$ cat src/rtl/rr_arbiter_pkg.sv
// Shared types and helpers for the 4-way round-robin arbiter.
// Holds the requester count, index width, FSM state type and the
// round-robin winner search used by the top level.
package rr_arbiter_pkg;

    localparam int NUM_REQ = 4;
    localparam int IDX_W   = 2;

    typedef enum logic [1:0] {
        IDLE  = 2'd0,
        GRANT = 2'd1,
        GAP   = 2'd2
    } arb_state_t;

    // Scan pointer, pointer+1, ... (mod NUM_REQ) and return the first set request.
    // Returns the pointer itself when no request is set; callers only use the
    // result when at least one request is present.
    function automatic logic [IDX_W-1:0] next_rr_index(
        input logic [NUM_REQ-1:0] req,
        input logic [IDX_W-1:0]   pointer
    );
        logic [IDX_W-1:0] cand;
        logic             found;
        next_rr_index = pointer;
        found         = 1'b0;
        for (int k = 0; k < NUM_REQ; k++) begin
            cand = pointer + k[IDX_W-1:0];
            if (!found && req[cand]) begin
                next_rr_index = cand;
                found         = 1'b1;
            end
        end
    endfunction

endpackage

$ cat src/rtl/grant_decoder_2_4.sv
// Combinational 2-to-4 one-hot decoder with enable.
// Drives the arbiter's grant bus; the parent registers its output.
module grant_decoder_2_4
    import rr_arbiter_pkg::*;
(
    input  logic [IDX_W-1:0]   index_i,
    input  logic               enable_i,
    output logic [NUM_REQ-1:0] onehot_o
);

    // Decode the index to a one-hot vector, all zero when not enabled.
    always_comb begin
        onehot_o = 4'b0000;
        if (enable_i) begin
            case (index_i)
                2'd0:    onehot_o = 4'b0001;
                2'd1:    onehot_o = 4'b0010;
                2'd2:    onehot_o = 4'b0100;
                2'd3:    onehot_o = 4'b1000;
                default: onehot_o = 4'b0000;
            endcase
        end else begin
            onehot_o = 4'b0000;
        end
    end

endmodule

$ cat src/rtl/rr_decoder_arbiter_4.sv
// Round-robin arbiter sharing one resource among 4 requesters.
// A grant is held until the owner asserts Done_In, drops its request or
// (when built with RR_ARB_TIMEOUT_EN defined) holds it for MAX_HOLD_CYCLES
// cycles. Every release is followed by one dead GAP cycle.
// All outputs are registered copies of the current FSM view, so they trail
// the state register by one cycle.
module rr_decoder_arbiter_4
    import rr_arbiter_pkg::*;
#(
    parameter int MAX_HOLD_CYCLES = 16
) (
    input  logic               Clock_In,
    input  logic               Reset_In,
    input  logic               Enable_In,
    input  logic [NUM_REQ-1:0] Request_In,
    input  logic               Done_In,
    output logic [NUM_REQ-1:0] Grant_Out,
    output logic [IDX_W-1:0]   Grant_Index_Out,
    output logic               Grant_Valid_Out,
    output logic               Timeout_Out,
    output logic               Busy_Out
);

    arb_state_t         state_q, state_d;
    logic [IDX_W-1:0]   ptr_q, ptr_d;
    logic [IDX_W-1:0]   owner_q, owner_d;

    logic               owner_req_s;
    logic               timeout_hit_s;
    logic               forced_s;
    logic               release_s;
    logic               in_grant_s;
    logic               timeout_pulse_s;
    logic [NUM_REQ-1:0] dec_grant_s;

    logic [NUM_REQ-1:0] grant_q;
    logic [IDX_W-1:0]   index_q;
    logic               valid_q;
    logic               timeout_q;
    logic               busy_q;

    assign in_grant_s  = (state_q == GRANT);
    assign owner_req_s = Request_In[owner_q];
    assign release_s   = Done_In | ~owner_req_s | timeout_hit_s;
    // A timeout only counts as forced when nothing else ended the grant.
    assign forced_s    = timeout_hit_s & ~Done_In & owner_req_s;

`ifdef RR_ARB_TIMEOUT_EN
    localparam int CNT_W = $clog2(MAX_HOLD_CYCLES + 1);

    logic [CNT_W-1:0] hold_cnt_q, hold_cnt_d;
    logic             to_flag_q, to_flag_d;

    assign timeout_hit_s   = in_grant_s && (hold_cnt_q == CNT_W'(MAX_HOLD_CYCLES - 1));
    assign timeout_pulse_s = (state_q == GAP) && to_flag_q;

    // Count cycles spent in GRANT and remember whether the release was forced.
    always_comb begin
        hold_cnt_d = hold_cnt_q;
        to_flag_d  = 1'b0;
        if (in_grant_s) begin
            if (release_s) begin
                hold_cnt_d = '0;
                to_flag_d  = forced_s;
            end else begin
                hold_cnt_d = hold_cnt_q + CNT_W'(1);
                to_flag_d  = 1'b0;
            end
        end else begin
            hold_cnt_d = '0;
            to_flag_d  = 1'b0;
        end
    end

    // Hold counter and forced-release flag registers.
    always_ff @(posedge Clock_In) begin
        if (Reset_In) begin
            hold_cnt_q <= '0;
            to_flag_q  <= 1'b0;
        end else begin
            hold_cnt_q <= hold_cnt_d;
            to_flag_q  <= to_flag_d;
        end
    end
`else
    assign timeout_hit_s   = 1'b0;
    assign timeout_pulse_s = 1'b0;
`endif

    // Next-state, pointer and owner selection.
    always_comb begin
        state_d = state_q;
        ptr_d   = ptr_q;
        owner_d = owner_q;
        case (state_q)
            IDLE, GAP: begin
                // GAP arbitrates exactly like IDLE, using the pointer updated on release.
                if (Enable_In && (|Request_In)) begin
                    state_d = GRANT;
                    owner_d = next_rr_index(Request_In, ptr_q);
                end else begin
                    state_d = IDLE;
                end
            end
            GRANT: begin
                if (release_s) begin
                    state_d = GAP;
                    ptr_d   = owner_q + 2'd1;
                end else begin
                    state_d = GRANT;
                end
            end
            default: begin
                state_d = IDLE;
                ptr_d   = 2'd0;
                owner_d = 2'd0;
            end
        endcase
    end

    // FSM state, round-robin pointer and current/last owner registers.
    always_ff @(posedge Clock_In) begin
        if (Reset_In) begin
            state_q <= IDLE;
            ptr_q   <= 2'd0;
            owner_q <= 2'd0;
        end else begin
            state_q <= state_d;
            ptr_q   <= ptr_d;
            owner_q <= owner_d;
        end
    end

    grant_decoder_2_4 u_grant_decoder (
        .index_i  (owner_q),
        .enable_i (in_grant_s),
        .onehot_o (dec_grant_s)
    );

    // Register the externally visible view of the FSM.
    always_ff @(posedge Clock_In) begin
        if (Reset_In) begin
            grant_q   <= 4'b0000;
            index_q   <= 2'd0;
            valid_q   <= 1'b0;
            timeout_q <= 1'b0;
            busy_q    <= 1'b0;
        end else begin
            grant_q   <= dec_grant_s;
            index_q   <= owner_q;
            valid_q   <= in_grant_s;
            timeout_q <= timeout_pulse_s;
            busy_q    <= in_grant_s;
        end
    end

    assign Grant_Out       = grant_q;
    assign Grant_Index_Out = index_q;
    assign Grant_Valid_Out = valid_q;
    assign Timeout_Out     = timeout_q;
    assign Busy_Out        = busy_q;

endmodule
$ cat config.mk
export PLATFORM = sky130hd
export DESIGN_NAME = rr_decoder_arbiter_4
export DESIGN_NICKNAME = d
export VERILOG_FILES = /design/src/rtl/rr_arbiter_pkg.sv /design/src/rtl/grant_decoder_2_4.sv /design/src/rtl/rr_decoder_arbiter_4.sv
export SDC_FILE = /design/constraint.sdc
export NUM_CORES = 1
export LEC_CHECK = 0
export CAP_MARGIN = 20
export CELL_PAD_IN_SITES_DETAIL_PLACEMENT = 1
export CELL_PAD_IN_SITES_GLOBAL_PLACEMENT = 1
export CORE_ASPECT_RATIO = 0.7
export CORE_MARGIN = 2
export CORE_UTILIZATION = 33
export CTS_CLUSTER_DIAMETER = 200
export DETAILED_ROUTE_END_ITERATION = 16
export MAX_ROUTING_LAYER = met4
export PLACE_DENSITY_LB_ADDON = 0.1
export SYNTH_ARGS = -nofsm -noshare
export SYNTH_HDL_FRONTEND = slang
export SYNTH_HIERARCHICAL = 1
export SYNTH_SLANG_ARGS = --single-unit
$ cat constraint.sdc
create_clock -name Clock_In -period 1.9 [get_ports Clock_In]
set_clock_uncertainty 0.15 [all_clocks]
set_input_delay 0.285 -clock Clock_In [delete_from_list [all_inputs] [get_ports Clock_In]]
set_output_delay 0.285 -clock Clock_In [all_outputs]
set_load 0.005 [all_outputs]
# == After elaboration in Yosys (flattened, before gate mapping) ==
# Cells that the tools add are included.
# totals
elab_cells,70
reg_bits,13
input_bits,8
out_inout_bits,9
# classes
eq_ne,7
add_sub_neg,4
n_bitwise,4
reduce_logical,14
magnitude_cmp,5
n_mux,30
# ops
operator,count
$pmux W4 S4,1
$lt A2 B3 Y1 const B,5
$mux W1,15
$mux W2,6
$pmux W2 S2,3
$bmux W1 S2,5
$eq A2 B2 Y1 const B,3
$add A2 B1 Y2 const B,2
$add A2 B2 Y2 const B,2
$eq A2 B1 Y1 const B,2
$logic_and A1 B1 Y1,4
$logic_not A2 Y1,2
$ne A2 B2 Y1 const B,2
$reduce_and A2 Y1,2
$reduce_or A2 Y1,2
$reduce_or A4 Y1,1
$logic_not A1 Y1,3
$not A1 Y1,3
$or A1 B1 Y1,1

# == Logic depth before layout (Yosys ltp) ==
# depth
ltp_word,20
depth_mapped,5
mapped_depth_nobuf,4

# == Hierarchy ==
# The synthesis kept the hierarchy.
# modules_own_cells
mod,instances,area_per_inst_um2,cells_each,seq_area_each_um2
rr_decoder_arbiter_4,1,579.3,61,260.2
grant_decoder_2_4,1,37.5,4,0.0

# == Least setup slack after synthesis ==
# OpenSTA, ideal clock, no wires.
# synth_timing
path_kind,reg-to-reg
startpoint,reg owner_q[0]
endpoint,reg ptr_q[0]
arrival_ps,1287
stages_incl_launch_ff,5
required_ps,1633
n_path_buf,0
setup_ps,117
period_less_slack_ps,1555
slack_ps,345
cell_sequence,dfxtp_1 > mux2_2 > a22oi_4 > o21ai_2 > a32o_1
# synth_between
elab_chain_cells,6
elab_cells_between_ends,9
cone_classes,1 x add/sub; 1 x eq/ne; 4 x mux; 2 x bitwise; 1 x reduce/logical
# synth_rtl
element,line,rtl
start: declaration,rr_decoder_arbiter_4.sv:26,"logic [IDX_W-1:0] owner_q, owner_d;"
start signal: assignment,rr_decoder_arbiter_4.sv:130,owner_q <= owner_d;
$bmux W1 S2,rr_decoder_arbiter_4.sv:43,assign owner_req_s = Request_In[owner_q];
$mux W1 (not written as such),rr_decoder_arbiter_4.sv:43,
$not A1 Y1,rr_decoder_arbiter_4.sv:44,assign release_s = Done_In | ~owner_req_s | timeout_hit_s;
$or A1 B1 Y1,rr_decoder_arbiter_4.sv:44,
$ne A2 B2 Y1 (no source line),--,
$reduce_and A2 Y1 (no source line),--,
end signal: assignment,rr_decoder_arbiter_4.sv:129,ptr_q <= ptr_d;
end: declaration,rr_decoder_arbiter_4.sv:25,"logic [IDX_W-1:0] ptr_q, ptr_d;"
# Several ways; a longest one is shown, not always the timed one. The select of a mux whose other input is x is not followed.
# A chain may end at the register's enable or synchronous reset.

# == Worst setup path in the final report ==
# layout_timing
startpoint,in Request_In[0]
endpoint,reg owner_q[1]
# layout_between
elab_chain_cells,20
elab_cells_between_ends,32
cone_classes,1 x eq/ne; 22 x mux; 9 x reduce/logical
# layout_rtl
element,line,rtl
start: declaration,rr_decoder_arbiter_4.sv:15,"input logic [NUM_REQ-1:0] Request_In,"
$bmux W1 S2,rr_arbiter_pkg.sv:28,if (!found && req[cand]) begin
$mux W1 (not written as such),rr_arbiter_pkg.sv:28,
$mux W1,rr_arbiter_pkg.sv:28,
$mux W1,rr_decoder_arbiter_4.sv:98,if (Enable_In && (|Request_In)) begin
$mux W1,rr_decoder_arbiter_4.sv:95,case (state_q)
$logic_not A1 Y1,rr_arbiter_pkg.sv:28,
$logic_and A1 B1 Y1,rr_arbiter_pkg.sv:28,
$mux W1,rr_arbiter_pkg.sv:28,
[... 4 more ...],--,
$mux W1,rr_arbiter_pkg.sv:28,
$mux W1,rr_decoder_arbiter_4.sv:98,
$mux W1,rr_decoder_arbiter_4.sv:95,
$logic_not A1 Y1,rr_arbiter_pkg.sv:28,
$logic_and A1 B1 Y1,rr_arbiter_pkg.sv:28,
$mux W2,rr_arbiter_pkg.sv:28,
$mux W2,rr_decoder_arbiter_4.sv:98,
$pmux W2 S2,rr_decoder_arbiter_4.sv:95,
# Several ways; a longest one is shown, not always the timed one. The select of a mux whose other input is x is not followed.

==> impl_results.md <==
* Synthesized Nets at between 70 and 80
* First-pass DRT Iterations at 4
* Fillers at 214
* Setup-failing EPs final at 0
* Final Power at 578 µW
* Fin Setup TNS at 0 ns
* DRC at 0
* Tcrit/Tclk final at 0.858
* Hold path depth at 1
* First-pass GRT wire length at between 1500 and 2000 µm
* Routed WL at 1310 µm
* Area growth, synth to finish at 37.1%
* Cell accounting for the most synthesized area: dfxtp_1
* Global placement routability congestion at ~0.8
* Clock Sinks at 13
* Global route total overflow at 0
* Register area share after synthesis at 0.422
* CP endpoint kind: flip-flop
* Top cells by count, synth: 13 x dfxtp_1, 9 x nor2b_1, 5 x nor2_1
* Setup CP Type: in2reg
* Row Count at 13
* Avg WL per Cell at ~12 µm
* Worst Path Arrival at ~1.7 ns
* H-tree depth reported by CTS at 1
* Die X at 55.7 µm
* Cell Pwr Density at between 600 and 700 nW/µm²
* Most numerous cell in the Yosys netlist: dfxtp_1
* Leading post-synthesis cells by cell area: dfxtp_1 42%, nor2b_1 9.1%, a22oi_4 3.4%
* Pins over their slew limit at 0
* Worst EP required at around 1.9 ns
* RSZ-0062 raised after global routing: no
* Total of max-cap violations at 0
* 1st-iter DRT viols at 6
* R2R cell count at 4
* # IOs at 17
* Starting Density at 0.342
* N_diodes at 0
* Post-cts sizing count at 0
* Post-CTS Hold Buffers at 0
* Asr flop ratio synth at 0
* Synth Warn # at 6
* Clk_lat worst skew at roughly 0.28 ns
* Area after DPL at about 820 µm²
* Via count of the first global-routing pass at 416
* Status: complete, no violations
* Post-synth EDFFs at 0
* Die Span Y at 40.2 µm
* Die area at ~2200 µm²
* Syn avg cell area at 9.49 µm²
* Share of the synthesized area in the top cell type at 0.422
* Post CTS Setup Buffer Count at 0
* P_leak at around 0.34 nW
* Hold crit path type: reg2reg
* CTS Buf Count at 3
* Period minus WS final at 1.63 ns
* Synth unique cells at 30
* Largest net degree at the start of global routing at 10
* Fmax at roughly 0.61 GHz
* Syn Inst Count at 65
* CTS Buffer Depth at 2
* CP Max Fanout at 5
* Max VDD drop at approximately 0.34 mV
* Worst-path clk slew at roughly 0.080 ns
* Port Buf Inserts at 15
* Startpoint class of the critical path: input pin
* Top_reg_cell synth: dfxtp_1
* Hpwl dp at approximately 1000 µm
* Initial antenna violation count at 0
* Vias at roughly 530
* Cell Area, Synth at 617 µm²
* Synthesized flop and latch total at 13
* Final hold vios at 0
* Post-route cell area at 846 µm²
* CORE AREA at approximately 1800 µm²
* Share of layout cells above drive strength 1 at 0.195
* CTS tree: yes
* Clock root buffer: clkbuf_4
* Nets at 96
* Final ANT Viol Nets at 0
* GRT Total Usage at 0.128
* Drt via density at 4.87
-- area by class of cell --
class                   count  area (µm²)  share of cell area
repair buffers             21         195               0.231
inverters                   3        11.3              0.0133
well taps                  22        27.5              0.0325
clock buffers               4        26.3              0.0311
multi-input cells          46         325               0.385
flip-flops and latches     13         260               0.308
-- cells in the final DEF, fill, tap and decap left out --
cell type and count:
nand3b_2 1, o31a_1 1, o31ai_1 1, nand2_1 3, a21oi_1 4, and3_2 1
and2_4 1, nor2b_1 9, clkbuf_1 1, inv_1 3, o21ai_0 2, and3b_1 2
conb_1 1, a22oi_4 1, clkbuf_4 3, buf_4 6, or4_1 1, o21ai_2 1
and2_1 1, dfxtp_1 13, o221ai_1 1, mux2_2 1, mux2_4 1, nand3_1 1
a211oi_1 1, nor3_1 1, xor2_1 1, nor2_1 5, nor3b_2 1, clkdlybuf4s50_1 15
a32o_1 2, nand2b_1 1
-- metal layers --
layer	track usage	part of all wire	vias to the layer above
met2	0.173	0.41	20
met4	0.0732	0.010	0
met3	0.0677	0.095	2
met1	0.152	0.49	242
li1	-	-	267
met5	-	0	-
-- critical path, stage by stage --
cell	delay, ns
clkdlybuf4s50_1	0.47
or4_1	0.57
nand3b_2	0.15
a21oi_1	0.08
o31a_1	0.10
-- state kept, by name, indices dropped and copies added, names as in the netlist --
signal           cells
Grant_Out            4
Busy_Out             1
Grant_Index_Out      2
state_q              2
ptr_q                2
owner_q              2
-- final timing paths --
path                 start    endpoint  slack, ns
max          Request_In[0]  owner_q[1]       0.27
min               ptr_q[0]    ptr_q[0]       0.44
max reg2reg     owner_q[0]    ptr_q[1]       0.32
min reg2reg       ptr_q[0]    ptr_q[0]       0.44
-- logic make-up after synthesis --
family / share of synthesized area
AO/OA/AOI/OAI: 0.183
XOR/XNOR: 0.0142
buffers and inverters: 0.0507
flip-flops: 0.422
multiplexers: 0.0426
other: 0.00608
AND/OR/NAND/NOR: 0.282
-- power breakdown --
part / switching (mW) / leakage, nW / internal [mW]
clock network: 0.0915 / 0.0150 / 0.0815
logic: 0.0468 / 0.221 / 0.0617
registers: 0.0109 / 0.106 / 0.285
total: 0.149 / 0.342 / 0.429
-- metrics by stage --
step / setup slack (ns) / instances / utilization / hold slack, ns
after global placement: 0.0158 / 105 / 0.454 / 0.423
after global routing: 0.210 / 109 / 0.468 / 0.455
after floorplan: 0.345 / 65 / - / 0.337
final: 0.270 / 109 / 0.468 / 0.439
after CTS: 0.284 / 109 / 0.468 / 0.440
after detailed placement: -0.0207 / 105 / 0.454 / 0.417
Note: power is estimated with default switching activity, not from simulation.
